--- src/rtl/cam_capture_pkg.sv ---
// rtl/cam_capture_pkg.sv - shared types and default widths for the DVP capture front-end
package cam_capture_pkg;

   localparam int DATA_W_DEF = 8;
   localparam int BPP_DEF    = 2;
   localparam int H_MAX_DEF  = 640;
   localparam int V_MAX_DEF  = 480;
   localparam int PIX_W_DEF  = DATA_W_DEF * BPP_DEF;
   localparam int X_W_DEF    = $clog2(H_MAX_DEF);
   localparam int Y_W_DEF    = $clog2(V_MAX_DEF);

   typedef enum logic [1:0] {
      ST_IDLE,
      ST_FRAME,
      ST_LINE
   } state_t;

   // Pixel record at the default geometry; the top builds its own from its parameters.
   typedef struct packed {
      logic [PIX_W_DEF-1:0] data;
      logic [X_W_DEF-1:0]   x;
      logic [Y_W_DEF-1:0]   y;
      logic                 sof;
      logic                 eol;
   } pix_rec_t;

   function automatic int clog2_min1(input int n);
      return (n > 1) ? $clog2(n) : 1;
   endfunction

endpackage

--- src/rtl/cam_sync_fifo.sv ---
// rtl/cam_sync_fifo.sv - show-ahead synchronous FIFO of packed pixel records
module cam_sync_fifo
   import cam_capture_pkg::*;
#(
   parameter int W     = 8,
   parameter int DEPTH = 8
) (
   input  logic         clk,
   input  logic         res,
   input  logic         wr_en,
   input  logic [W-1:0] wr_data,
   input  logic         rd_en,
   output logic [W-1:0] rd_data,
   output logic         full,
   output logic         empty
);

   localparam int AW = clog2_min1(DEPTH);

   logic [W-1:0] mem [DEPTH];
   logic [AW:0]  wr_ptr;
   logic [AW:0]  rd_ptr;
   logic         do_rd;
   logic         do_wr;

   assign empty   = (wr_ptr == rd_ptr);
   assign full    = (wr_ptr[AW] != rd_ptr[AW]) && (wr_ptr[AW-1:0] == rd_ptr[AW-1:0]);
   assign do_rd   = rd_en & ~empty;
   // A read in the same cycle frees the slot, so a write into a full FIFO still lands.
   assign do_wr   = wr_en & (~full | do_rd);
   assign rd_data = mem[rd_ptr[AW-1:0]];

   always_ff @(posedge clk) begin
      if (res) begin
         wr_ptr <= '0;
         rd_ptr <= '0;
      end else begin
         if (do_wr) wr_ptr <= wr_ptr + (AW+1)'(1);
         if (do_rd) rd_ptr <= rd_ptr + (AW+1)'(1);
      end
   end

   always_ff @(posedge clk) begin
      if (do_wr) mem[wr_ptr[AW-1:0]] <= wr_data;
   end

endmodule

--- src/rtl/cam_capture_frontend.sv ---
// rtl/cam_capture_frontend.sv - DVP camera capture: sync, pixel assembly, crop, FIFO stream
// Window cropping is compiled in when CAM_CAPTURE_CROP_EN is defined.
module cam_capture_frontend
   import cam_capture_pkg::*;
#(
   parameter int DATA_W        = DATA_W_DEF,
   parameter int BYTES_PER_PIX = BPP_DEF,
   parameter int XCLK_DIV      = 4,
   parameter int H_MAX         = H_MAX_DEF,
   parameter int V_MAX         = V_MAX_DEF,
   parameter int FIFO_DEPTH    = 8
) (
   input  logic                            clk,
   input  logic                            res,
   output logic                            xclk,
   input  logic                            cam_href,
   input  logic                            cam_vsync,
   input  logic                            cam_pclk,
   input  logic [DATA_W-1:0]               cam_data,
   input  logic                            enable,
   input  logic [$clog2(H_MAX)-1:0]        win_x0,
   input  logic [$clog2(H_MAX)-1:0]        win_x1,
   input  logic [$clog2(V_MAX)-1:0]        win_y0,
   input  logic [$clog2(V_MAX)-1:0]        win_y1,
   output logic [DATA_W*BYTES_PER_PIX-1:0] pix_data,
   output logic [$clog2(H_MAX)-1:0]        pix_x,
   output logic [$clog2(V_MAX)-1:0]        pix_y,
   output logic                            pix_sof,
   output logic                            pix_eol,
   output logic                            pix_valid,
   input  logic                            pix_ready,
   output logic                            busy,
   output logic                            overflow,
   input  logic                            clear_ovf,
   output logic [15:0]                     frame_cnt
);

   localparam int PW   = DATA_W * BYTES_PER_PIX;
   localparam int XW   = $clog2(H_MAX);
   localparam int YW   = $clog2(V_MAX);
   localparam int PHW  = clog2_min1(BYTES_PER_PIX);
   localparam int HALF = XCLK_DIV / 2;
   localparam int XCW  = clog2_min1(HALF);

   // Counters carry one extra bit so they can park at H_MAX / V_MAX (out of range).
   localparam logic [XW:0]    H_LIM  = (XW+1)'(H_MAX);
   localparam logic [XW:0]    H_LAST = (XW+1)'(H_MAX - 1);
   localparam logic [YW:0]    V_LIM  = (YW+1)'(V_MAX);
   localparam logic [PHW-1:0] PH_END = PHW'(BYTES_PER_PIX - 1);

   typedef struct packed {
      logic [PW-1:0] data;
      logic [XW-1:0] x;
      logic [YW-1:0] y;
      logic          sof;
      logic          eol;
   } rec_t;

   localparam int RW = $bits(rec_t);

   logic [XCW-1:0]    xdiv;
   logic [1:0]        href_sr, vsync_sr, pclk_sr;
   logic [DATA_W-1:0] data_m, data_s;
   logic              pclk_p, vsync_p;
   logic              href_s, pclk_rise, vs_rise, vs_fall;

   state_t            state, state_n;
   logic              cap, start_frame, end_line, abort;
   logic [PHW-1:0]    phase, phase_cur;
   logic [PW-1:0]     shreg, pix_word;
   logic [XW:0]       x_cnt, x_cur;
   logic [YW:0]       y_cnt;
   logic              sof_pend, pix_done, in_range, in_win, eol_px, fwd;

   rec_t              new_rec, pend_rec, wr_rec, rd_rec, out_rec;
   logic              pend_valid, pend_valid_n, wr_en;
   logic [RW-1:0]     rd_bits;
   logic              full, empty;

   always_ff @(posedge clk) begin
      if (res) begin
         xdiv <= '0;
         xclk <= 1'b0;
      end else if (xdiv == XCW'(HALF - 1)) begin
         xdiv <= '0;
         xclk <= ~xclk;
      end else begin
         xdiv <= xdiv + XCW'(1);
      end
   end

   always_ff @(posedge clk) begin
      if (res) begin
         href_sr  <= '0;
         vsync_sr <= '0;
         pclk_sr  <= '0;
         data_m   <= '0;
         data_s   <= '0;
         pclk_p   <= 1'b0;
         vsync_p  <= 1'b0;
      end else begin
         href_sr  <= {href_sr[0], cam_href};
         vsync_sr <= {vsync_sr[0], cam_vsync};
         pclk_sr  <= {pclk_sr[0], cam_pclk};
         data_m   <= cam_data;
         data_s   <= data_m;
         pclk_p   <= pclk_sr[1];
         vsync_p  <= vsync_sr[1];
      end
   end

   assign href_s    = href_sr[1];
   assign pclk_rise = pclk_sr[1] & ~pclk_p;
   assign vs_rise   = vsync_sr[1] & ~vsync_p;
   assign vs_fall   = ~vsync_sr[1] & vsync_p;

   always_comb begin
      state_n     = state;
      cap         = 1'b0;
      start_frame = 1'b0;
      end_line    = 1'b0;
      abort       = 1'b0;
      case (state)
         ST_IDLE: begin
            if (vs_fall && enable) begin
               state_n     = ST_FRAME;
               start_frame = 1'b1;
            end
         end
         ST_FRAME: begin
            if (vs_rise) begin
               state_n = ST_IDLE;
            end else if (pclk_rise && href_s) begin
               state_n = ST_LINE;
               cap     = 1'b1;
            end
         end
         ST_LINE: begin
            if (vs_rise) begin
               state_n = ST_IDLE;
               abort   = 1'b1;
            end else if (!href_s) begin
               state_n  = ST_FRAME;
               end_line = 1'b1;
            end else if (pclk_rise) begin
               cap = 1'b1;
            end
         end
         default: state_n = ST_IDLE;
      endcase
   end

   // The byte that moves FRAME->LINE is the first of the line: phase and column restart.
   assign phase_cur = (state == ST_FRAME) ? '0 : phase;
   assign x_cur     = (state == ST_FRAME) ? '0 : x_cnt;
   assign pix_word  = PW'({shreg, data_s});
   assign pix_done  = cap && (phase_cur == PH_END);
   assign in_range  = (x_cur < H_LIM) && (y_cnt < V_LIM);

`ifdef CAM_CAPTURE_CROP_EN
   assign in_win = in_range
                   && (x_cur[XW-1:0] >= win_x0) && (x_cur[XW-1:0] <= win_x1)
                   && (y_cnt[YW-1:0] >= win_y0) && (y_cnt[YW-1:0] <= win_y1);
   assign eol_px = (x_cur[XW-1:0] == win_x1);
`else
   logic unused_win;
   assign unused_win = ^{win_x0, win_x1, win_y0, win_y1};
   assign in_win     = in_range;
   assign eol_px     = (x_cur == H_LAST);
`endif

   assign fwd = pix_done && in_win;

   always_comb begin
      new_rec      = '0;
      new_rec.data = pix_word;
      new_rec.x    = x_cur[XW-1:0];
      new_rec.y    = y_cnt[YW-1:0];
      new_rec.sof  = sof_pend;
      new_rec.eol  = eol_px;
   end

   // Without cropping, a pixel is held one slot so the line end can still tag it eol.
   always_comb begin
      wr_en        = 1'b0;
      wr_rec       = pend_rec;
      pend_valid_n = pend_valid;
`ifdef CAM_CAPTURE_CROP_EN
      wr_en        = pend_valid;
      pend_valid_n = fwd;
`else
      wr_en        = pend_valid & (fwd | end_line | abort);
      wr_rec.eol   = pend_rec.eol | end_line | abort;
      pend_valid_n = fwd | (pend_valid & ~wr_en);
`endif
   end

   always_ff @(posedge clk) begin
      if (res) begin
         state      <= ST_IDLE;
         phase      <= '0;
         shreg      <= '0;
         x_cnt      <= '0;
         y_cnt      <= '0;
         sof_pend   <= 1'b0;
         frame_cnt  <= '0;
         pend_valid <= 1'b0;
         pend_rec   <= '0;
         overflow   <= 1'b0;
      end else begin
         state      <= state_n;
         pend_valid <= pend_valid_n;
         if (start_frame) begin
            frame_cnt <= frame_cnt + 16'd1;
            y_cnt     <= '0;
            sof_pend  <= 1'b1;
         end
         if (cap) begin
            shreg <= pix_word;
            phase <= pix_done ? '0 : phase_cur + PHW'(1);
            if (pix_done) x_cnt <= (x_cur == H_LIM) ? x_cur : x_cur + (XW+1)'(1);
            else          x_cnt <= x_cur;
         end
         if (fwd) begin
            sof_pend <= 1'b0;
            pend_rec <= new_rec;
         end
         if (end_line && (y_cnt != V_LIM)) y_cnt <= y_cnt + (YW+1)'(1);
         overflow <= (wr_en & full & ~pix_ready) | (overflow & ~clear_ovf);
      end
   end

   cam_sync_fifo #(
      .W     (RW),
      .DEPTH (FIFO_DEPTH)
   ) u_fifo (
      .clk     (clk),
      .res     (res),
      .wr_en   (wr_en),
      .wr_data (wr_rec),
      .rd_en   (pix_ready),
      .rd_data (rd_bits),
      .full    (full),
      .empty   (empty)
   );

   assign rd_rec    = rd_bits;
   assign out_rec   = empty ? '0 : rd_rec;
   assign pix_valid = ~empty;
   assign pix_data  = out_rec.data;
   assign pix_x     = out_rec.x;
   assign pix_y     = out_rec.y;
   assign pix_sof   = out_rec.sof;
   assign pix_eol   = out_rec.eol;
   assign busy      = (state != ST_IDLE);

endmodule

--- config.mk ---
export PLATFORM = sky130hd
export DESIGN_NAME = cam_capture_frontend
export DESIGN_NICKNAME = d
export VERILOG_FILES = /design/src/rtl/cam_capture_pkg.sv /design/src/rtl/cam_sync_fifo.sv /design/src/rtl/cam_capture_frontend.sv
export SDC_FILE = /design/constraint.sdc
export NUM_CORES = 1
export LEC_CHECK = 0
export CORE_AREA = 2 2 259 261
export DETAILED_ROUTE_END_ITERATION = 7
export DIE_AREA = 0 0 261 263
export PLACE_DENSITY = 0.51
export RECOVER_POWER = 100
export SLEW_MARGIN = 20
export SYNTH_ARGS = -nofsm -noshare
export SYNTH_HDL_FRONTEND = slang
export SYNTH_SLANG_ARGS = --single-unit
--- constraint.sdc ---
create_clock -name clk -period 8.95 [get_ports clk]
set_clock_uncertainty 0.2 [all_clocks]
set_input_delay 1.79 -clock clk [delete_from_list [all_inputs] [get_ports clk]]
set_output_delay 1.79 -clock clk [all_outputs]
set_load 0.005 [all_outputs]
# Yosys cells after proc, flatten, opt, wreduce, memory -nomap -nowiden
# Memory sizes are Yosys's and may differ from the RTL's. A register that Yosys moved wholly into a read port is not among the register bits.
# Cells that the tools add are included.
# Widths: inputs -> output; s select.
dict set report op_classes {
  eq_ne 11
  muxes 31
  bitwise 26
  reduce_logical 13
  n_addsub 7
  n_lt_le_gt_ge 2
}
# op n
set op_table {}
lappend op_table {{$mux 37} 1}
lappend op_table {{$mux 11} 3}
lappend op_table {{$eq 11x10->1 const B} 2}
lappend op_table {{$mux 10} 2}
lappend op_table {{$add 16x1->16 const B} 1}
lappend op_table {{$mux 1} 16}
lappend op_table {{$add 11x1->11 const B} 1}
lappend op_table {{$lt 11x10->1 const B} 1}
lappend op_table {{$add 10x1->10 const B} 1}
lappend op_table {{$and 1x1->1} 10}
lappend op_table {{$lt 10x9->1 const B} 1}
lappend op_table {{$mux 2} 5}
lappend op_table {{$ne 10x9->1 const B} 1}
lappend op_table {{$not 1->1} 9}
lappend op_table {{$add 4x1->4 const B} 2}
lappend op_table {{$logic_and 1x1->1} 7}
lappend op_table {{$or 1x1->1} 7}
lappend op_table {{$mux 3} 2}
lappend op_table {{$ne 3x3->1 const B} 2}
lappend op_table {{$pmux 2 s3} 1}
lappend op_table {{$eq 4x4->1} 1}
lappend op_table {{$reduce_bool 2->1} 2}
lappend op_table {{$reduce_or 2->1} 2}
lappend op_table {{$eq 3x3->1} 1}
lappend op_table {{8 further kinds} 9}
dict set report word_totals {
  inputBits 54
  out_inout_bits 57
  word_cells 116
  n_memories 1
  ff_bits 122
  ramBits 296
}
# memory depth word_bits read_ports rd_ports_with_merged_regs wr line_no
set memory_table {}
lappend memory_table {u_fifo.mem 8 37 1 1 1 cam_sync_fifo.sv:20} ;# logic [W-1:0] mem [DEPTH];

# Longest topological paths before layout
dict set report logic_depth {
  ltp_word 14
  ltp_mapped 12
  depth_no_buf 10
}

# By module
# From an unflattened synthesis, not the netlist that was laid out.
dict set report hier_totals {
  hier_cells 1094
  hier_area_um2 16819.9
}
# module cells_each area_per_inst_um2 seq_area_each_um2 instances
set modules_own_cells {}
lappend modules_own_cells {cam_sync_fifo 498 11702.5 9108.7 1}
lappend modules_own_cells {cam_capture_frontend 596 5117.4 2282.2 1}

# Least setup slack after synthesis
# Ideal clock, no wire load.
dict set report synth_path {
  path_kind {in2reg}
  start {in pix_ready}
  end {mem u_fifo.mem[5][0] in the netlist's numbering (enable)}
  setup_slack_ns 1.960
  arrival_ns 6.253
  setup_ns 0.537
  cell_stages 4
  required_time_ns 8.213
  n_path_buf 0
  cell_sequence {or2_2 > o21ai_0 > or2_2 > nor4b_1}
}
dict set report synth_between {
  elab_chain_len 5
}
# element line_no
set synth_rtl {}
lappend synth_rtl {{start: declaration} cam_capture_frontend.sv:31} ;# input logic pix_ready,
lappend synth_rtl {{$and 1x1->1} cam_sync_fifo.sv:28} ;# assign do_rd = rd_en & ~empty;
lappend synth_rtl {{$or 1x1->1} cam_sync_fifo.sv:30} ;# assign do_wr = wr_en & (~full | do_rd);
lappend synth_rtl {{$and 1x1->1} cam_sync_fifo.sv:30}
lappend synth_rtl {{$mux 1} cam_sync_fifo.sv:44} ;# if (do_wr) mem[wr_ptr[AW-1:0]] <= wr_data;
lappend synth_rtl {{$mux 1 (implied by the code)} cam_sync_fifo.sv:44}
lappend synth_rtl {{end: declaration} cam_sync_fifo.sv:20}
# No other way between the ends.

==> qor.csv <==
stage;metric;value;unit
clock_network;ctsResizeCount;0;
setup_path;max_stage_delay;1290;ps
run_status;violations;max-capacitance violations, max-slew violations;
setup_path;cpMaxStageDelayCell;dfxtp_1;
power_and_ir_drop;fin_total_pwr;3.994;mW
clock_network;clkLatencyLatePin;570;ps
drt;wl;36500;um
global_route;grt_pass1_wl;56750;um
die;initial_core_util;24.87;%
clock_network;clock-root-buffer;clkbuf_16;
die;io_pins;111;
logic_synthesis;synthArstFlopShare;0;%
logic_synthesis;ys_top_cells_by_area;edfxtp_1, dfxtp_1, mux4_2;
global_route;track_usage;10.80;%
setup_path;reg2reg_depth;8;
logic_synthesis;ys_seq_area_share;69.79;%
sta;report.final.hold_viol_count;0;
clock_network;holdBufCountCts;0;
power_and_ir_drop;peakVddDrop;0.0001094;V
sta;worstMarginPinSlew;2970;ps
logic_synthesis;synth_top_area_cell;edfxtp_1;
die;fp-row-count;94;
sta;fin_crit_sh;76.72;%
setup_path;cp_data_required_time;6960;ps
clock_network;htree_levels;2;
logic_synthesis;syn_avg_cell_area;15.25;um2
placed_design;placed_area;0.01810;mm2
global_route;grt_overflow_total;0;
setup_path;cp_max_fo;31;
setup_path;crit_chain;buf_16, clkbuf_2, mux4_2, mux2i_1, nor2_1, dlygate4sd3_1;
final_layout;antenna_cells;0;
final_layout;fin_area;0.01952;mm2
global_route;grt_pass1_vias;9368;
logic_synthesis;ys_warn_count;0;
sta;final.setup.tns;0;ps
drt;routedWlPerCell;17.79;um
clock_network;path_clk_slew;60;ps
logic_synthesis;synth_nets;1135;
die;fp.coreArea;0.06563;mm2
drt;routed-via-count;8970;
die;dieArea;0.06864;mm2
min_path;holdPathStages;1;
sta;finalMaxSlewViolations;209;
placed_design;pre_cts_ws;3488;ps
logic_synthesis;synth_edf_count;296;
setup_path;criticalPathCategory;reg -> out;
clock_network;cts_tree;done;
final_layout;finish.net_count;1217;
global_route;antenna_found_initial;0;
drt;drc;0;
logic_synthesis;syn_inst;1070;
final_layout;final_common_cell;edfxtp_1;
logic_synthesis;yosys.area.top_type_share;54.46;%
run_status;status;finished with violations;
logic_synthesis;synth-seq-cells;421;
sta;fin_hold_ws;237.8;ps
die;die_h;263;um
sta;max_slew_margin;-98.00;%
drt;via_per_inst;4.371;
logic_synthesis;syn_area;0.01632;mm2
power_and_ir_drop;p_per_area;204.6;mW/mm2
logic_synthesis;synth_cell_type_count;56;
power_and_ir_drop;p_leak;6.202;nW
sta;setup_viol;0;
drt;firstDrtPassIters;4;
clock_network;cts.sinks;421;
sta;fmax;145.6;MHz
drt;drtIter0Drc;580;
sta;setup_slack;2084;ps
logic_synthesis;synth_ff_type;edfxtp_1;
placed_design;io_buffers;72;
placed_design;gp_congestion;0.7668;
flow_run;drv_cap;7;
drt;ant_nets;0;
clock_network;clk_path_buf_depth;3;
setup_path;critPathLaunchType;flip-flop;
final_layout;areaGrowthSynthToFinish;19.60;%
clock_network;cts_buffers;44;
clock_network;cts_setup_buffers;0;
final_layout;layout_common_cells;edfxtp_1, dfxtp_1, nand2_1, nor2_1, mux4_2;
setup_path;cp.arrival;4880;ps
setup_path;cp-end-kind;primary output;
global_route;grt_max_degree;65;
placed_design;post-dp-hpwl;20950;um
final_layout;drive_gt1_share;14.48;%
sta;rsz0062_at_grt;no;
sta;post-route-min-period;6866;ps
die;die_w;261;um
min_path;hp-class;reg -> reg;
sequential cells by signal, summed over array words and instances, names as in the netlist, 4 cells and up, named ones only:
name and cells:
u_fifo.mem 296, shreg 8, y_cnt 10, pend_rec 37, u_fifo.wr_ptr 4, frame_cnt 16
x_cnt 11, data_s 8, data_m 8, u_fifo.rd_ptr 4
cells in the mapped netlist, types with 6 or more instances:
| library cell | n |
|---|---|
| buf_2 | 13 |
| and3_1 | 8 |
| o21ai_0 | 16 |
| a21oi_1 | 68 |
| dfxtp_1 | 125 |
| nor3_1 | 10 |
| nand3_1 | 17 |
| or3_1 | 8 |
| nand3b_1 | 12 |
| nor2b_1 | 28 |
| ha_1 | 11 |
| mux4_2 | 74 |
| nor2_1 | 77 |
| nand2_1 | 120 |
| buf_1 | 8 |
| nor4b_1 | 6 |
| edfxtp_1 | 296 |
| clkbuf_1 | 34 |
| xnor2_1 | 18 |
| mux2i_1 | 38 |
| xor2_1 | 7 |
| nand4_1 | 9 |
| inv_1 | 12 |
cell families (layout without fill, tap and decap cells):
kind of cell / count (synthesis) / after routing / synth area share (%)
AND/OR/NAND/NOR: 329 / 329 / 10.19
adder cells (fa/ha/maj): 11 / 11 / 0.8432
flip-flops: 421 / 421 / 69.79
AO/OA/AOI/OAI: 103 / 103 / 3.519
multiplexers: 114 / 114 / 12.68
buffers and inverters: 67 / 185 / 1.640
XOR/XNOR: 25 / 25 / 1.342
layer usage:
layer | vias to the layer above | global-route usage, % | part of all wire (%) | wire (um)
met5 | - | 0 | 0 | 0
met4 | 0 | 2.856 | 1.8 | 645
met3 | 41 | 2.147 | 3.6 | 1315
met2 | 142 | 18.69 | 50 | 18350
met1 | 4592 | 13.70 | 44 | 16190
li1 | 4195 | - | - | -
report_power, final:
| group | total (mW) | switching (mW) | internal [mW] |
|---|---|---|---|
| clock network | 1.83 | 0.746 | 1.09 |
| registers | 2.08 | 0.00726 | 2.07 |
| logic | 0.0858 | 0.0506 | 0.0352 |
| total | 3.99 | 0.804 | 3.19 |
worst max-delay path, delay by kind of cell (launching register included):
kind,cells,cell delay [ps]
multiplexers,2,970
flip-flops,1,1290
AND/OR/NAND/NOR,1,90
buffers and inverters,3,1920
worst paths after layout:
path	start	end	slack [ps]
setup reg to reg	state[1]	u_fifo.mem[4][36]	2190
setup / recovery	flip-flop	pix_data[9]	2080
hold / removal	vsync_sr[0]	vsync_sr[1]	240
hold reg to reg	vsync_sr[0]	vsync_sr[1]	240
layout make-up:
cell class / count / area, um2
clock buffer: 62 / 1239
clock inverter: 20 / 225.2
fill: 6588 / 46110
inverter: 12 / 45.04
multi-input combinational: 582 / 4679
sequential: 421 / 11400
tap: 864 / 1081
timing repair buffer: 91 / 855.8
per-stage QoR:
stage | util (%) | cells
final | 29.75 | 2052
after global routing | 29.75 | 2052
after CTS | 29.81 | 2051
after detailed placement | 27.58 | 1969
after global placement | 27.57 | 1969
after floorplan | - | 1070
Power figures use the tool's default switching activity.
